[src/rtl/bcd_counter_7seg_mux_if.sv]
// Control and display bundle for the multiplexed BCD counter.
// The master drives count controls; the slave returns the count and display lines.
interface bcd_counter_7seg_mux_if #(
   parameter int DIGITS = 4
);
   // load is a single-cycle strobe: there is no back-pressure, and every cycle
   // it is high replaces the count. en and up_dn are level-sensitive.
   logic                  en;
   logic                  up_dn;
   logic                  load;
   logic [4*DIGITS-1:0]   load_val;
   logic [4*DIGITS-1:0]   count;
   logic                  wrap;
   logic [7:0]            led;
   logic [DIGITS-1:0]     anode;

   modport master (
      output en, up_dn, load, load_val,
      input  count, wrap, led, anode
   );

   modport slave (
      input  en, up_dn, load, load_val,
      output count, wrap, led, anode
   );
endinterface

[src/rtl/bcd_counter_7seg_mux.sv]
// Prescaled up/down BCD counter with parallel load, driving a time-multiplexed
// common-anode seven-segment display (active-low segments and anodes).
module bcd_counter_7seg_mux #(
   parameter int DIGITS      = 4,
   parameter int TICK_DIV    = 50000000,
   parameter int REFRESH_DIV = 100000
) (
   input  logic                   clk,
   input  logic                   rst,
   bcd_counter_7seg_mux_if.slave  bus
);

   localparam int CW = 4 * DIGITS;
   localparam int TW = (TICK_DIV    > 1) ? $clog2(TICK_DIV)    : 1;
   localparam int RW = (REFRESH_DIV > 1) ? $clog2(REFRESH_DIV) : 1;
   localparam int DW = (DIGITS      > 1) ? $clog2(DIGITS)      : 1;

   localparam logic [TW-1:0] TICK_LAST = TW'(TICK_DIV - 1);
   localparam logic [RW-1:0] REF_LAST  = RW'(REFRESH_DIV - 1);
   localparam logic [DW-1:0] IDX_LAST  = DW'(DIGITS - 1);

   logic [TW-1:0]     r_tick_cnt;
   logic [RW-1:0]     r_ref_cnt;
   logic [DW-1:0]     r_digit_idx;
   logic [CW-1:0]     r_count;
   logic              r_wrap;
   logic [7:0]        r_led;
   logic [DIGITS-1:0] r_anode;

   logic              w_tick;
   logic              w_ref_term;
   logic              w_roll;
   logic [CW-1:0]     w_count_step;
   logic [CW-1:0]     w_load_clamped;
   logic [CW-1:0]     w_count_nxt;
   logic [DW-1:0]     w_idx_nxt;
   logic [3:0]        w_show_digit;
   logic [6:0]        w_seg;

   assign w_tick     = bus.en && (r_tick_cnt == TICK_LAST);
   assign w_ref_term = (r_ref_cnt == REF_LAST);

   // Ripple carry/borrow: w_roll ends high only when every digit rolled over.
   always_comb begin : step_logic
      logic       c;
      logic [3:0] d;
      w_count_step = r_count;
      c = 1'b1;
      d = 4'd0;
      for (int i = 0; i < DIGITS; i++) begin
         d = r_count[4*i +: 4];
         if (c) begin
            if (bus.up_dn) begin
               if (d >= 4'd9) begin
                  w_count_step[4*i +: 4] = 4'd0;
               end else begin
                  w_count_step[4*i +: 4] = d + 4'd1;
                  c = 1'b0;
               end
            end else begin
               if (d == 4'd0) begin
                  w_count_step[4*i +: 4] = 4'd9;
               end else begin
                  w_count_step[4*i +: 4] = d - 4'd1;
                  c = 1'b0;
               end
            end
         end
      end
      w_roll = c;
   end

   always_comb begin : load_clamp
      w_load_clamped = bus.load_val;
      for (int i = 0; i < DIGITS; i++) begin
         if (bus.load_val[4*i +: 4] > 4'd9) begin
            w_load_clamped[4*i +: 4] = 4'd9;
         end
      end
   end

   always_comb begin : count_select
      if (bus.load) begin
         w_count_nxt = w_load_clamped;
      end else if (w_tick) begin
         w_count_nxt = w_count_step;
      end else begin
         w_count_nxt = r_count;
      end
   end

   // A single-digit display never scans, so the index is pinned at zero.
   always_comb begin : idx_select
      w_idx_nxt = r_digit_idx;
      if ((DIGITS > 1) && w_ref_term) begin
         if (r_digit_idx == IDX_LAST) begin
            w_idx_nxt = '0;
         end else begin
            w_idx_nxt = r_digit_idx + 1'b1;
         end
      end
   end

   // led and anode are built from next-state values so both registers
   // always describe the count and index held in the same cycle.
   always_comb begin : digit_mux
      w_show_digit = 4'd0;
      for (int i = 0; i < DIGITS; i++) begin
         if (w_idx_nxt == DW'(i)) begin
            w_show_digit = w_count_nxt[4*i +: 4];
         end
      end
   end

   always_comb begin : seg_decode
      case (w_show_digit)
         4'd0:    w_seg = 7'h40;
         4'd1:    w_seg = 7'h79;
         4'd2:    w_seg = 7'h24;
         4'd3:    w_seg = 7'h30;
         4'd4:    w_seg = 7'h19;
         4'd5:    w_seg = 7'h12;
         4'd6:    w_seg = 7'h02;
         4'd7:    w_seg = 7'h78;
         4'd8:    w_seg = 7'h00;
         4'd9:    w_seg = 7'h10;
         default: w_seg = 7'h7F;
      endcase
   end

   always_ff @(posedge clk) begin
      if (rst) begin
         r_tick_cnt  <= '0;
         r_ref_cnt   <= '0;
         r_digit_idx <= '0;
         r_count     <= '0;
         r_wrap      <= 1'b0;
         r_anode     <= ~DIGITS'(1);
         r_led       <= 8'hC0;
      end else begin
         r_count <= w_count_nxt;
         r_wrap  <= !bus.load && w_tick && w_roll;

         if (bus.load || w_tick) begin
            r_tick_cnt <= '0;
         end else if (bus.en) begin
            r_tick_cnt <= r_tick_cnt + 1'b1;
         end

         r_ref_cnt   <= w_ref_term ? '0 : r_ref_cnt + 1'b1;
         r_digit_idx <= w_idx_nxt;
         r_anode     <= ~(DIGITS'(1) << w_idx_nxt);
         r_led       <= {1'b1, w_seg};
      end
   end

   assign bus.count = r_count;
   assign bus.wrap  = r_wrap;
   assign bus.led   = r_led;
   assign bus.anode = r_anode;

endmodule
[src/flat_wrapper.sv]
// flat-port wrapper written by rule: the top's interface ports become plain ports
module bcd_counter_7seg_mux_flat 
#(
   parameter int DIGITS      = 4,
   parameter int TICK_DIV    = 50000000,
   parameter int REFRESH_DIV = 100000
)
  (clk, rst, bus_en, bus_up_dn, bus_load, bus_load_val, bus_count, bus_wrap, bus_led, bus_anode);
  bcd_counter_7seg_mux_if #(.DIGITS(DIGITS)) bus_i ();
  input  logic clk;
  input  logic rst;
  input wire logic [$bits(bus_i.en)-1:0] bus_en;
  input wire logic [$bits(bus_i.up_dn)-1:0] bus_up_dn;
  input wire logic [$bits(bus_i.load)-1:0] bus_load;
  input wire logic [$bits(bus_i.load_val)-1:0] bus_load_val;
  output wire logic [$bits(bus_i.count)-1:0] bus_count;
  output wire logic [$bits(bus_i.wrap)-1:0] bus_wrap;
  output wire logic [$bits(bus_i.led)-1:0] bus_led;
  output wire logic [$bits(bus_i.anode)-1:0] bus_anode;
  assign bus_i.en = bus_en;
  assign bus_i.up_dn = bus_up_dn;
  assign bus_i.load = bus_load;
  assign bus_i.load_val = bus_load_val;
  assign bus_count = bus_i.count;
  assign bus_wrap = bus_i.wrap;
  assign bus_led = bus_i.led;
  assign bus_anode = bus_i.anode;
  bcd_counter_7seg_mux #(.DIGITS(DIGITS), .TICK_DIV(TICK_DIV), .REFRESH_DIV(REFRESH_DIV)) u_core (.clk(clk), .rst(rst), .bus(bus_i));
endmodule
[config.mk]
export PLATFORM = sky130hd
export DESIGN_NAME = bcd_counter_7seg_mux_flat
export DESIGN_NICKNAME = d
export VERILOG_FILES = /design/src/rtl/bcd_counter_7seg_mux_if.sv /design/src/rtl/bcd_counter_7seg_mux.sv /design/src/flat_wrapper.sv
export SDC_FILE = /design/constraint.sdc
export NUM_CORES = 1
export LEC_CHECK = 0
export ABC_AREA = 1
export CORE_UTILIZATION = 57
export DETAILED_ROUTE_END_ITERATION = 10
export PLACE_DENSITY_LB_ADDON = 0.1
export SLEW_MARGIN = 5
export SYNTH_ARGS = -nofsm -noshare
export SYNTH_HDL_FRONTEND = slang
export SYNTH_SLANG_ARGS = --single-unit
[constraint.sdc]
create_clock -name clk -period 6.25 [get_ports clk]
set_clock_uncertainty 0.05 [all_clocks]
set_input_delay 1.875 -clock clk [delete_from_list [all_inputs] [get_ports clk]]
set_output_delay 1.875 -clock clk [all_outputs]
set_load 0.02 [all_outputs]
Yosys cells after proc, flatten, opt, wreduce, memory -nomap -nowiden --
Memories as Yosys holds them, arrays and structs flattened. A register that Yosys moved wholly into a read port is not among the register bits. Cells that the tools add are included.
Operators by class: shift operators 1, bitwise logic cells 1, add/subtract/negate cells 11, $lt $le $gt $ge 8, equal/unequal tests 6, reduce and logical (&&, ||, !) cells 12, multiplexer cells 42
Operator list (count):
- $mux 4 | 23
- $mux 16 | 2
- $add 26x1->26 const B | 1
- $eq 26x26->1 const B | 1
- $add 17x1->17 const B | 1
- $eq 17x17->1 const B | 1
- $add 4x1->4 const B | 4
- $ge 4x4->1 const B | 4
- $gt 4x4->1 const B | 4
- $logic_not 4->1 | 4
- $sub 4x1->4 const B | 4
- $mux 1 | 15
- $eq 2x2->1 const B | 3
- $mux 2 | 2
- $not 4->4 | 1
- $reduce_or 2->1 | 2
- $shl 1x2->4 const A | 1
- $logic_and 1x1->1 | 3
- $add 2x1->2 const B | 1
- $eq 2x1->1 const B | 1
- $logic_not 2->1 | 1
- $logic_not 1->1 | 1
- $logic_or 1x1->1 | 1
Word-level totals: memories kept 1, word-level logic and storage cells 89, register bits 67, ROM bits 112, output and inout bits 29
Memories:
- (name not given) | words 16, width 7, read ports 1, clocked after memory_dff 1, wr ports 0, RTL line bcd_counter_7seg_mux.sv:116 | case (w_show_digit)

Longest topological paths before layout --
Gate-level depths: netlist of run 1.
depth after elaboration 12, depth in mapped cells 20

Least setup slack after synthesis of run 1 --
OpenSTA, ideal clock, no wires.
path kind input port to flip-flop, start point in bus_up_dn, end point reg u_core.r_led[3], in the netlist u_core.bus.led[3], setup time 69 ps, path slack 2658 ps, arrival time 3473 ps, buffers on the path 2, stages on the path 13, cells stage by stage buf_2 > buf_2 > or2_2 > nand3_1 > nand2_1 > nand3_1 > nand2_1 > nand2_1 > nand2_2 > ha_1 > nand3_1 > nand3_1 > a21oi_2
On the way: longest elaborated chain between the ends 7, elaborated cells on any way between the ends 18, those cells by class mux: 18
Ends and longest elaborated chain:
- start: declaration | RTL line flat_wrapper.sv:13 | input wire logic [$bits(bus_i.up_dn)-1:0] bus_up_dn;
- $mux 4 / $mux 1 (equally long branches) | RTL line bcd_counter_7seg_mux.sv:53 | if (bus.up_dn) begin
- $mux 16 (*) | RTL line bcd_counter_7seg_mux.sv:85 | end else if (w_tick) begin
- $mux 16 (*) | RTL line bcd_counter_7seg_mux.sv:83 | if (bus.load) begin
- $mux 4 (tied with other cells) (2 in a row) | RTL line bcd_counter_7seg_mux.sv:109 | if (w_idx_nxt == DW'(i)) begin
- $mux 4 / $mux 16 (equally long branches) | RTL line bcd_counter_7seg_mux.sv:109, bcd_counter_7seg_mux.sv:83
- $mux 4 (*) | RTL line bcd_counter_7seg_mux.sv:109
- end: declaration | RTL line bcd_counter_7seg_mux.sv:27 | logic [7:0] r_led;
Every way passes the cells marked *; elsewhere a longest branch is shown, timed or not. A chain may end at the register's enable or synchronous reset.

Final worst setup path of run 1 --
Same ends and word-level chain as after synthesis.

==> key figures, run 1 <==
Worst setup path
  • Setup CP Type: primary input to flip-flop
  • CP Capture Type: flip-flop
  • Worst Reg-to-Reg Cells: 18
  • Critical Path Source: bus_up_dn
  • CP Data Arrival Time: 4.94 ns
  • CP Max Fanout: 21
  • Reg2reg start: u_core.r_ref_cnt[0]
  • Crit path launch type: primary input
  • CP Data Required Time: between 6 and 7 ns

Die
  • # rows: 33
  • I/O Pins: 50
  • Die H: 93.68 um
  • Die Wd: around 94 um
  • Core area: 8175 sq um
  • Initial Util: 58.60%
  • Die area: 8776 sq um

STA
  • TNS Setup: 0 ns
  • Unrepaired setup endpoints after global routing: false
  • Hold WS: 0.4006 ns
  • Final Max Tran Viols: 0
  • Fin crit period: 4.725 ns
  • Relative slew slack: 29.33%
  • Final Hold Fails: 0
  • Worst slew pin tran: 1.057 ns
  • Final period utilization: 75.59%
  • Endpoints failing setup: 0
  • Max Fclk: 211.7 MHz

GRT
  • GRT overflow: 0
  • Total GRT Usage: 27.52%
  • First-pass GRT wire length: 19.21 mm
  • Largest net degree at the start of global routing: 27
  • Vias in the first global route: 4318
  • Initial antenna violation count: 0

Flow run
  • MaxCap Viol Count: 0

Clock network
  • Root buffer cell: clkbuf_8
  • CTS H-tree lvls: 3
  • Clk slew on worst S/H paths: 0.09 ns
  • Post-CTS Repair Setup Buffers: 0
  • CTS Hold Bufs: 0
  • Clock buffer depth: 2
  • # clock sinks: 73
  • CTS tree: built
  • Cts repair resizes: 0
  • Total CTS buffers: 9
  • Clk_lat worst skew: approximately 0.35 ns

Layout
  • Ant diodes: 0
  • Share of cells above drive strength 1: 11.67%
  • Area Overhead vs Synth: 15.62%
  • Fin util: 67.75%
  • Commonest non-fill, non-tap cells in the layout: nand2_1 (154), nand3_1 (79), nor2_1 (79), dfxtp_1 (73), inv_1 (71)
  • Design area: 5539 sq um
  • Reg area: 1461 sq um
  • Nets: 790
  • Commonest non-fill, non-tap cell in the layout: nand2_1
  • Fillers: 735
  • Multi-input gate area: 2910 sq um

Power and ir drop
  • Cell Pwr Density: 192.6 nW/um^2
  • Maximum vdd ir drop: a little under 0.2 mV
  • Leak: 2.251 nW

Logic synthesis
  • Count of different cell masters after synthesis: 44
  • Synthesized area: 4791 sq um
  • Cells after Synth: approximately 700
  • Count of flip-flops with a built-in enable after synthesis: 0
  • Syn nets: 744
  • Main synth FF type: dfxtp_1
  • Yosys warns: 0
  • Syn Area/Cell: 6.815 sq um
  • Register area share after synthesis: 30.50%
  • Post-synth ARST share: 0%
  • Synthesis-stage register bit count: 73

Detailed routing
  • Drt via density: 5.367
  • Total number of vias: 4610
  • Drt first pass iters: 5
  • 1st-iter DRT viols: approximately 270
  • Drt wl/cell: 13.13 um
  • Final Routed Wirelength: 11.28 mm
  • ANT nets after route: 0
  • # DRC: 0

Outcome
  • Status: finished, final reports clean

Placement
  • Placed cell areas: 5330 sq um
  • GPL Wtd Cong: 0.9230
  • Port Buffers: 48
  • Detail Placement HPWL: 8.633 mm

Min path
  • Worst Hold Class: flip-flop to flip-flop
  • Hold wc startpoint: u_core.r_ref_cnt[0]
  • Hold path cells: 1
[critical path, stage by stage]
cell and delay (ns):
clkdlybuf4s50_1 0.93, inv_1 0.31, nand2_1 0.18, nand2_2 0.14, nand3_2 0.16, nor2_2 0.06
nand2_1 0.07, nand3_1 0.09, nand2_1 0.15, nand2_1 0.08, nand2_1 0.08, nand2_2 0.09
ha_1 0.32, nand3_1 0.15, nand3_1 0.12, a21oi_2 0.12
[final timing paths]
kind | to | slack [ns]
worst min register to register | u_core.r_ref_cnt[0] | 0.40
worst max register to register | u_core.bus.led[3] | 3.29
worst min-delay path | u_core.r_ref_cnt[0] | 0.40
worst max-delay path | u_core.bus.led[3] | 1.53
[per-stage QoR]
step / power, mW / setup WS [ns] / cells
floorplan: 0.6191 / 2.658 / 703
global placement: 0.6774 / 1.400 / 843
detailed placement: 0.6803 / 1.228 / 843
CTS: 1.074 / 1.605 / 859
global route: 1.119 / 1.264 / 859
finish: 1.067 / 1.525 / 859
[state kept, by name, indices dropped and copies added, names as in the netlist]
signal,cells
u_core.bus.count,16
u_core.bus.wrap,1
u_core.bus.anode,4
u_core.r_digit_idx,2
u_core.bus.led,7
u_core.r_ref_cnt,17
u_core.r_tick_cnt,26
[cells by family (layout without fill, tap and decap cells)]
group	Yosys count	count (layout)	share of synthesized area, %
AO/OA/AOI/OAI	72	72	8.567
AND/OR/NAND/NOR	407	407	41.76
buffers and inverters	102	153	8.749
other	1	1	0.07827
XOR/XNOR	28	28	5.119
flip-flops	73	73	30.50
adder cells (fa/ha/maj)	20	20	5.223
[cell type report]
| class | count | share of cell area (%) |
|---|---|---|
| clock buffers | 9 | 2.236 |
| clock inverters | 7 | 1.536 |
| inverters | 87 | 5.986 |
| multi-input cells | 528 | 52.54 |
| flip-flops and latches | 73 | 26.38 |
| well taps | 105 | 2.372 |
| repair buffers | 50 | 8.945 |
[cells in the mapped netlist (4+ instances only)]
library cell / number / area share (%)
nand2_1: 154 / 12
nand3_1: 79 / 8.3
nor2_1: 79 / 6.2
dfxtp_1: 73 / 31
inv_1: 71 / 5.6
a21oi_1: 37 / 3.9
xor2_1: 22 / 4.0
ha_1: 20 / 5.2
nand4_1: 20 / 2.6
o21ai_0: 14 / 1.5
inv_2: 13 / 1.0
nor3_1: 13 / 1.4
nand2_2: 10 / 1.3
nand3_2: 9 / 1.9
nor2_2: 7 / 0.91
nor2_4: 7 / 1.6
or2_2: 7 / 0.91
clkbuf_1: 6 / 0.47
nand2_4: 6 / 1.4
nor4_1: 6 / 0.78
xnor2_1: 6 / 1.1
a21oi_2: 5 / 0.91
buf_2: 4 / 0.42
nor3b_1: 4 / 0.63
o21ai_1: 4 / 0.42
[power breakdown]
| part | leakage, nW | switching (mW) | internal (mW) | total (mW) |
|---|---|---|---|---|
| Clock | 0.100 | 0.202 | 0.193 | 0.395 |
| Combinational | 1.56 | 0.109 | 0.0724 | 0.181 |
| Sequential | 0.594 | 0.0124 | 0.478 | 0.490 |
[metal layers]
metal	track usage, %	part of all wire [%]	up-vias	routed length [um]
met1	36.44	47	2102	5267
met5	0	0	-	0
met2	46.29	47	125	5288
li1	-	-	2372	-
met4	8.205	1.2	0	133
met3	3.803	5.2	11	586
No activity file was read; power rests on OpenSTA's default activity.
==> run 2: changes to the inputs <==
Clock period 6.25 ns to 4.8 ns, I/O delays scaled along.
==> run 2 against run 1 <==
Against the previous run:
- worst setup slack got worse by 0.52 ns
- sequential cell count did not move
- largest cell class unchanged
- first-iteration DRC count rose by 15%
- critical path depth did not move
- non-clock buffer count rose by 2
==> key figures, run 2 (synthesis gave the netlist of run 1 again) <==
Outcome
  • Status: finished, final reports clean

STA
  • Hold WS: 0.4093 ns
  • Final period utilization: 79.12%
  • TNS Setup: 0 ns
  • Worst slew pin tran: 1.021 ns
  • Endpoints failing setup: 0
  • Max Fclk: about 260 MHz
  • Final Max Tran Viols: 0
  • Fin crit period: 3.798 ns
  • Post-route setup slack: 1.002 ns
  • Relative slew slack: 31.73%
  • Final Hold Fails: 0
  • Unrepaired setup endpoints after global routing: false

Clock network
  • CTS tree: built
  • Root buffer cell: clkbuf_8
  • # clock sinks: between 70 and 80
  • Clock buffer depth: 2
  • Clk_lat worst skew: around 0.37 ns
  • Clk slew on worst S/H paths: 0.09 ns
  • Post-CTS Repair Setup Buffers: 0
  • Total CTS buffers: 9
  • CTS H-tree lvls: 3
  • Cts repair resizes: 0
  • CTS Hold Bufs: 0

Placement
  • DP Worst Slack: 0.6734 ns
  • Placed cell areas: 5345 sq um
  • Detail Placement HPWL: 8.762 mm
  • GPL Wtd Cong: 0.8761
  • Placed Cells incl. Taps: 845
  • Port Buffers: 48

Layout
  • Max reg flops: 26
  • Commonest non-fill, non-tap cells in the layout: nand2_1 (154), nand3_1 (79), nor2_1 (79), dfxtp_1 (73), inv_1 (71)
  • Share of cells above drive strength 1: 11.90%
  • Fillers: 739
  • Design area: about 5600 sq um
  • Area Overhead vs Synth: 15.98%
  • Ant diodes: 0
  • Top reg by flops: u_core.r_tick_cnt
  • Commonest non-fill, non-tap cell in the layout: nand2_1
  • Nets: 792
  • Final std cells w/o fill: 861

Power and ir drop
  • Sequential Power Share: a little under half
  • Cell Pwr Density: 251.5 nW/um^2
  • Maximum vdd ir drop: 0.1718 mV
  • Sw Pwr: ~0.42 mW
  • Comb power frac: 17.1%
  • Leak: around 2.3 nW
  • P_int: just under 1 mW
  • Clock share of power: 37.3%
  • Switch share: 30.07%

Die
  • Die area: 8776 sq um
  • Initial Util: 58.60%
  • Die H: 93.68 um
  • # rows: 33
  • I/O Pins: 50
  • Die Wd: 93.68 um
  • Core area: 8175 sq um

GRT
  • First-pass GRT wire length: 18.82 mm
  • Total GRT Usage: around 27%
  • GRT overflow: 0
  • Largest net degree at the start of global routing: 27
  • Vias in the first global route: 4134
  • Initial antenna violation count: 0

Detailed routing
  • Drt first pass iters: 5
  • Final Routed Wirelength: ~12 mm
  • # DRC: 0
  • 1st-iter DRT viols: 311
  • ANT nets after route: 0
  • Total number of vias: 4639
  • Drt via density: 5.388
  • Drt wl/cell: around 13 um

Worst setup path
  • CP Data Required Time: 4.99 ns
  • CP Data Arrival Time: 3.99 ns
  • Crit path launch type: primary input
  • Setup CP Type: primary input to flip-flop
  • CP Max Fanout: 15
  • R2R Setup Slk: 1.91 ns
  • CP Capture Type: flip-flop

Min path
  • Worst Hold Class: flip-flop to flip-flop

Flow run
  • MaxCap Viol Count: 0
## run 2: changes by cell type in the layout (fill, tap and decap cells not counted), sizes merged
cell / change
buf: +2
inv: -2
clkbuf: +1
clkinv: +1
## run 2: final cells by class
| type | instances | area [sq um] | area share, % |
|---|---|---|---|
| multi-input combinational | 528 | 2910 | 52.38 |
| sequential | 73 | 1461 | 26.30 |
| timing repair buffer | 52 | 510.5 | 9.187 |
| inverter | 87 | 331.6 | 5.967 |
| clock buffer | 10 | 137.6 | 2.477 |
| tap | 105 | 131.4 | 2.364 |
| clock inverter | 6 | 73.82 | 1.329 |
## run 2: power groups by stage
stage	registers [mW]	clock network, mW	logic, mW
3_3_place_gp	0.651	0	0.233
3_5_place_dp	0.652	0	0.236
6_report	0.638	0.521	0.239
5_1_grt	0.640	0.559	0.264
2_1_floorplan	0.666	0	0.140
4_1_cts	0.638	0.529	0.238
## run 2: metrics by stage
step	utilization [%]	power, mW
detailed placement	65.38	0.8881
global route	67.97	1.464
finish	67.97	1.398
global placement	65.38	0.8848
CTS	67.97	1.405
floorplan	-	0.8062
## run 2: metal layers
metal	GRT usage (%)	routed length (um)	up-vias
met5	0	0	-
li1	-	-	2381
met2	44.59	5338	117
met3	6.311	608	17
met1	36.22	5415	2124
met4	6.410	167	0
## run 2: critical path, stage by stage
cell and delay (ns):
clkdlybuf4s50_1 0.62, buf_4 0.27, nor2_1 0.09, a21oi_1 0.24
nand2_1 0.15, nor2_4 0.15, nand2_1 0.09, nand3_1 0.14
nand2_1 0.07, nand2_1 0.06, nand3_1 0.13, ha_1 0.23
inv_1 0.05, nand3_1 0.09, nand3_1 0.12, nand3_2 0.06
## run 2: worst paths after layout
path | cells past startpoint | from | to
setup / recovery | 16 | bus_up_dn | u_core.bus.led[6]
hold / removal | 1 | u_core.r_ref_cnt[0] | u_core.r_ref_cnt[0]
setup reg to reg | 19 | u_core.r_ref_cnt[0] | u_core.bus.led[6]
hold reg to reg | 1 | u_core.r_ref_cnt[0] | u_core.r_ref_cnt[0]
==> run 3: changes to the inputs <==
Settings changed: CORE_UTILIZATION 57 to 52.
Clock period 4.8 ns to 3.23 ns, I/O delays scaled along.
==> run 3 against run 2 <==
Against the previous run:
- die area increased by 9.4%
- routed wire length grew 0.19%
- non-clock buffer count is 30 higher
- the run now ends with design-rule violations left
- utilization fell by 2.0 points
==> key figures, run 3 (synthesis gave the netlist of run 1 again) <==
GRT
  • GRT overflow: 0
  • First-pass GRT wire length: 20.20 mm
  • Total GRT Usage: 25.56%
  • Vias in the first global route: around 4600
  • Largest net degree at the start of global routing: 27
  • Initial antenna violation count: 0

STA
  • Unrepaired setup endpoints after global routing: false
  • Fin crit period: 2.891 ns
  • Final period utilization: 89.50%
  • Hold WS: 0.4048 ns
  • Max Fclk: 345.9 MHz
  • Worst slew pin tran: between 0.5 and 0.6 ns
  • Relative slew slack: 63.47%
  • Final Max Tran Viols: 0
  • Endpoints failing setup: 0
  • Final Hold Fails: 0
  • TNS Setup: 0 ns

Detailed routing
  • 1st-iter DRT viols: ~250
  • Final Routed Wirelength: 11.55 mm
  • Drt via density: 5.343
  • Total number of vias: 4777
  • Drt first pass iters: 8
  • ANT nets after route: 0
  • Drt wl/cell: 12.92 um
  • # DRC: 1

Clock network
  • CTS H-tree lvls: 3
  • Root buffer cell: clkbuf_8
  • Clk slew on worst S/H paths: 0.09 ns
  • Clk_lat worst skew: 0.35 ns
  • Total CTS buffers: 9
  • Clock buffer depth: 2
  • Post-CTS Repair Setup Buffers: 0
  • CTS tree: built
  • # clock sinks: 73

Outcome
  • Status: finished, violations left
  • Failing checks: design-rule violations

Power and ir drop
  • Sw Pwr: 0.6175 mW
  • Comb power frac: between 10% and 20%
  • Pwr Total: 2.070 mW
  • Maximum vdd ir drop: approximately 0.24 mV
  • Leak: 2.426 nW
  • Clock share of power: a little over a third
  • Sequential Power Share: 45.7%
  • Switch share: 29.83%
  • Cell Pwr Density: 356.3 nW/um^2
  • P_int: 1.453 mW

Worst setup path
  • Crit Reg-Reg Endpoint: u_core.bus.led[6]
  • R2R Setup Slk: 0.50 ns
  • CP Capture Type: flip-flop
  • Crit path launch type: primary input
  • Worst Reg-to-Reg Cells: 19
  • CP Max Fanout: 11
  • CP Data Required Time: 3.47 ns
  • Critical Path Source: bus_load
  • Setup CP Type: primary input to flip-flop
  • Reg2reg start: u_core.r_ref_cnt[0]
  • CP Data Arrival Time: 3.13 ns

Placement
  • Port Buffers: 48
  • Detail Placement HPWL: 8.933 mm
  • Placed Cells incl. Taps: 878
  • GPL Wtd Cong: 0.9229

Layout
  • Nets: 822
  • Top reg by flops: u_core.r_tick_cnt
  • Area Overhead vs Synth: 21.28%
  • Share of cells above drive strength 1: between 10% and 20%
  • Max reg flops: 26
  • Ant diodes: 0
  • Commonest non-fill, non-tap cells in the layout: nand2_1 (153), nor2_1 (79), nand3_1 (78), dfxtp_1 (73), inv_1 (71)
  • Fin util: 65.98%
  • Commonest non-fill, non-tap cell in the layout: nand2_1
  • Fillers: 821
  • Final std cells w/o fill: 894

Die
  • Core area: 8806 sq um
  • Die Wd: 97.99 um
  • Die H: roughly 100 um
  • Initial Util: between 50% and 60%
  • Die area: 9601 sq um
  • I/O Pins: 50
  • # rows: 34

Min path
  • Hold wc startpoint: u_core.r_ref_cnt[0]
  • Hold path cells: 1
  • Hold Path End: u_core.r_ref_cnt[0]
  • Worst Hold Class: flip-flop to flip-flop

Flow run
  • MaxCap Viol Count: 0
-- run 3: repair_timing --
item                                    in CTS  in global routing
endpoints found under the setup margin       0                  6
resized for setup                            0                  6
hold buffers                                 0                  0
-- run 3: worst max-delay path by stage --
stage	to	slack (ns)	cells past startpoint
after floorplan	u_core.bus.led[3]	0.54	13
after global placement	u_core.bus.led[5]	-0.17	16
after detailed placement	u_core.bus.led[3]	-0.24	15
after CTS	u_core.bus.led[3]	0.14	15
after global routing	u_core.bus.led[3]	0.20	12
final	u_core.bus.led[3]	0.34	12
-- run 3: layout make-up --
class / count / area (sq um) / area share [%]
flip-flops and latches: 73 / 1461 / 25.15
multi-input cells: 528 / 2927 / 50.37
inverters: 87 / 331.6 / 5.706
clock inverters: 7 / 78.83 / 1.357
repair buffers: 82 / 753.2 / 12.96
well taps: 108 / 135.1 / 2.326
clock buffers: 9 / 123.9 / 2.132
-- run 3: per-stage QoR --
stage	instance area, sq um	setup WS [ns]
after floorplan	4791	0.5438
after global placement	5587	-0.1653
after detailed placement	5587	-0.2397
after CTS	5789	0.1375
after global routing	5811	0.2017
final	5811	0.3391
-- run 3: power by group through the flow --
stage | Combinational (mW) | Sequential (mW) | Clock, mW
final | 0.386 | 0.947 | 0.738
after global routing | 0.428 | 0.951 | 0.800
after CTS | 0.382 | 0.947 | 0.762
after detailed placement | 0.379 | 0.968 | 0
after global placement | 0.374 | 0.968 | 0
after floorplan | 0.208 | 0.990 | 0
-- run 3: worst max-delay path, cell delays in order --
cell and delay (ns):
clkdlybuf4s50_1 0.47, inv_1 0.31, buf_4 0.24, nand3_1 0.11, nand2_1 0.11, nand2_1 0.09
nand2_1 0.09, nand2_2 0.09, ha_1 0.30, nand3_1 0.13, nand3_1 0.11, a21oi_2 0.11
-- run 3: metal layers --
metal,vias to the layer above,track usage (%),wire length (um)
met5,-,0,0
met4,0,8.392,119
met3,10,5.798,627
met2,114,43.28,5475
met1,2208,32.03,5330
li1,2445,-,-
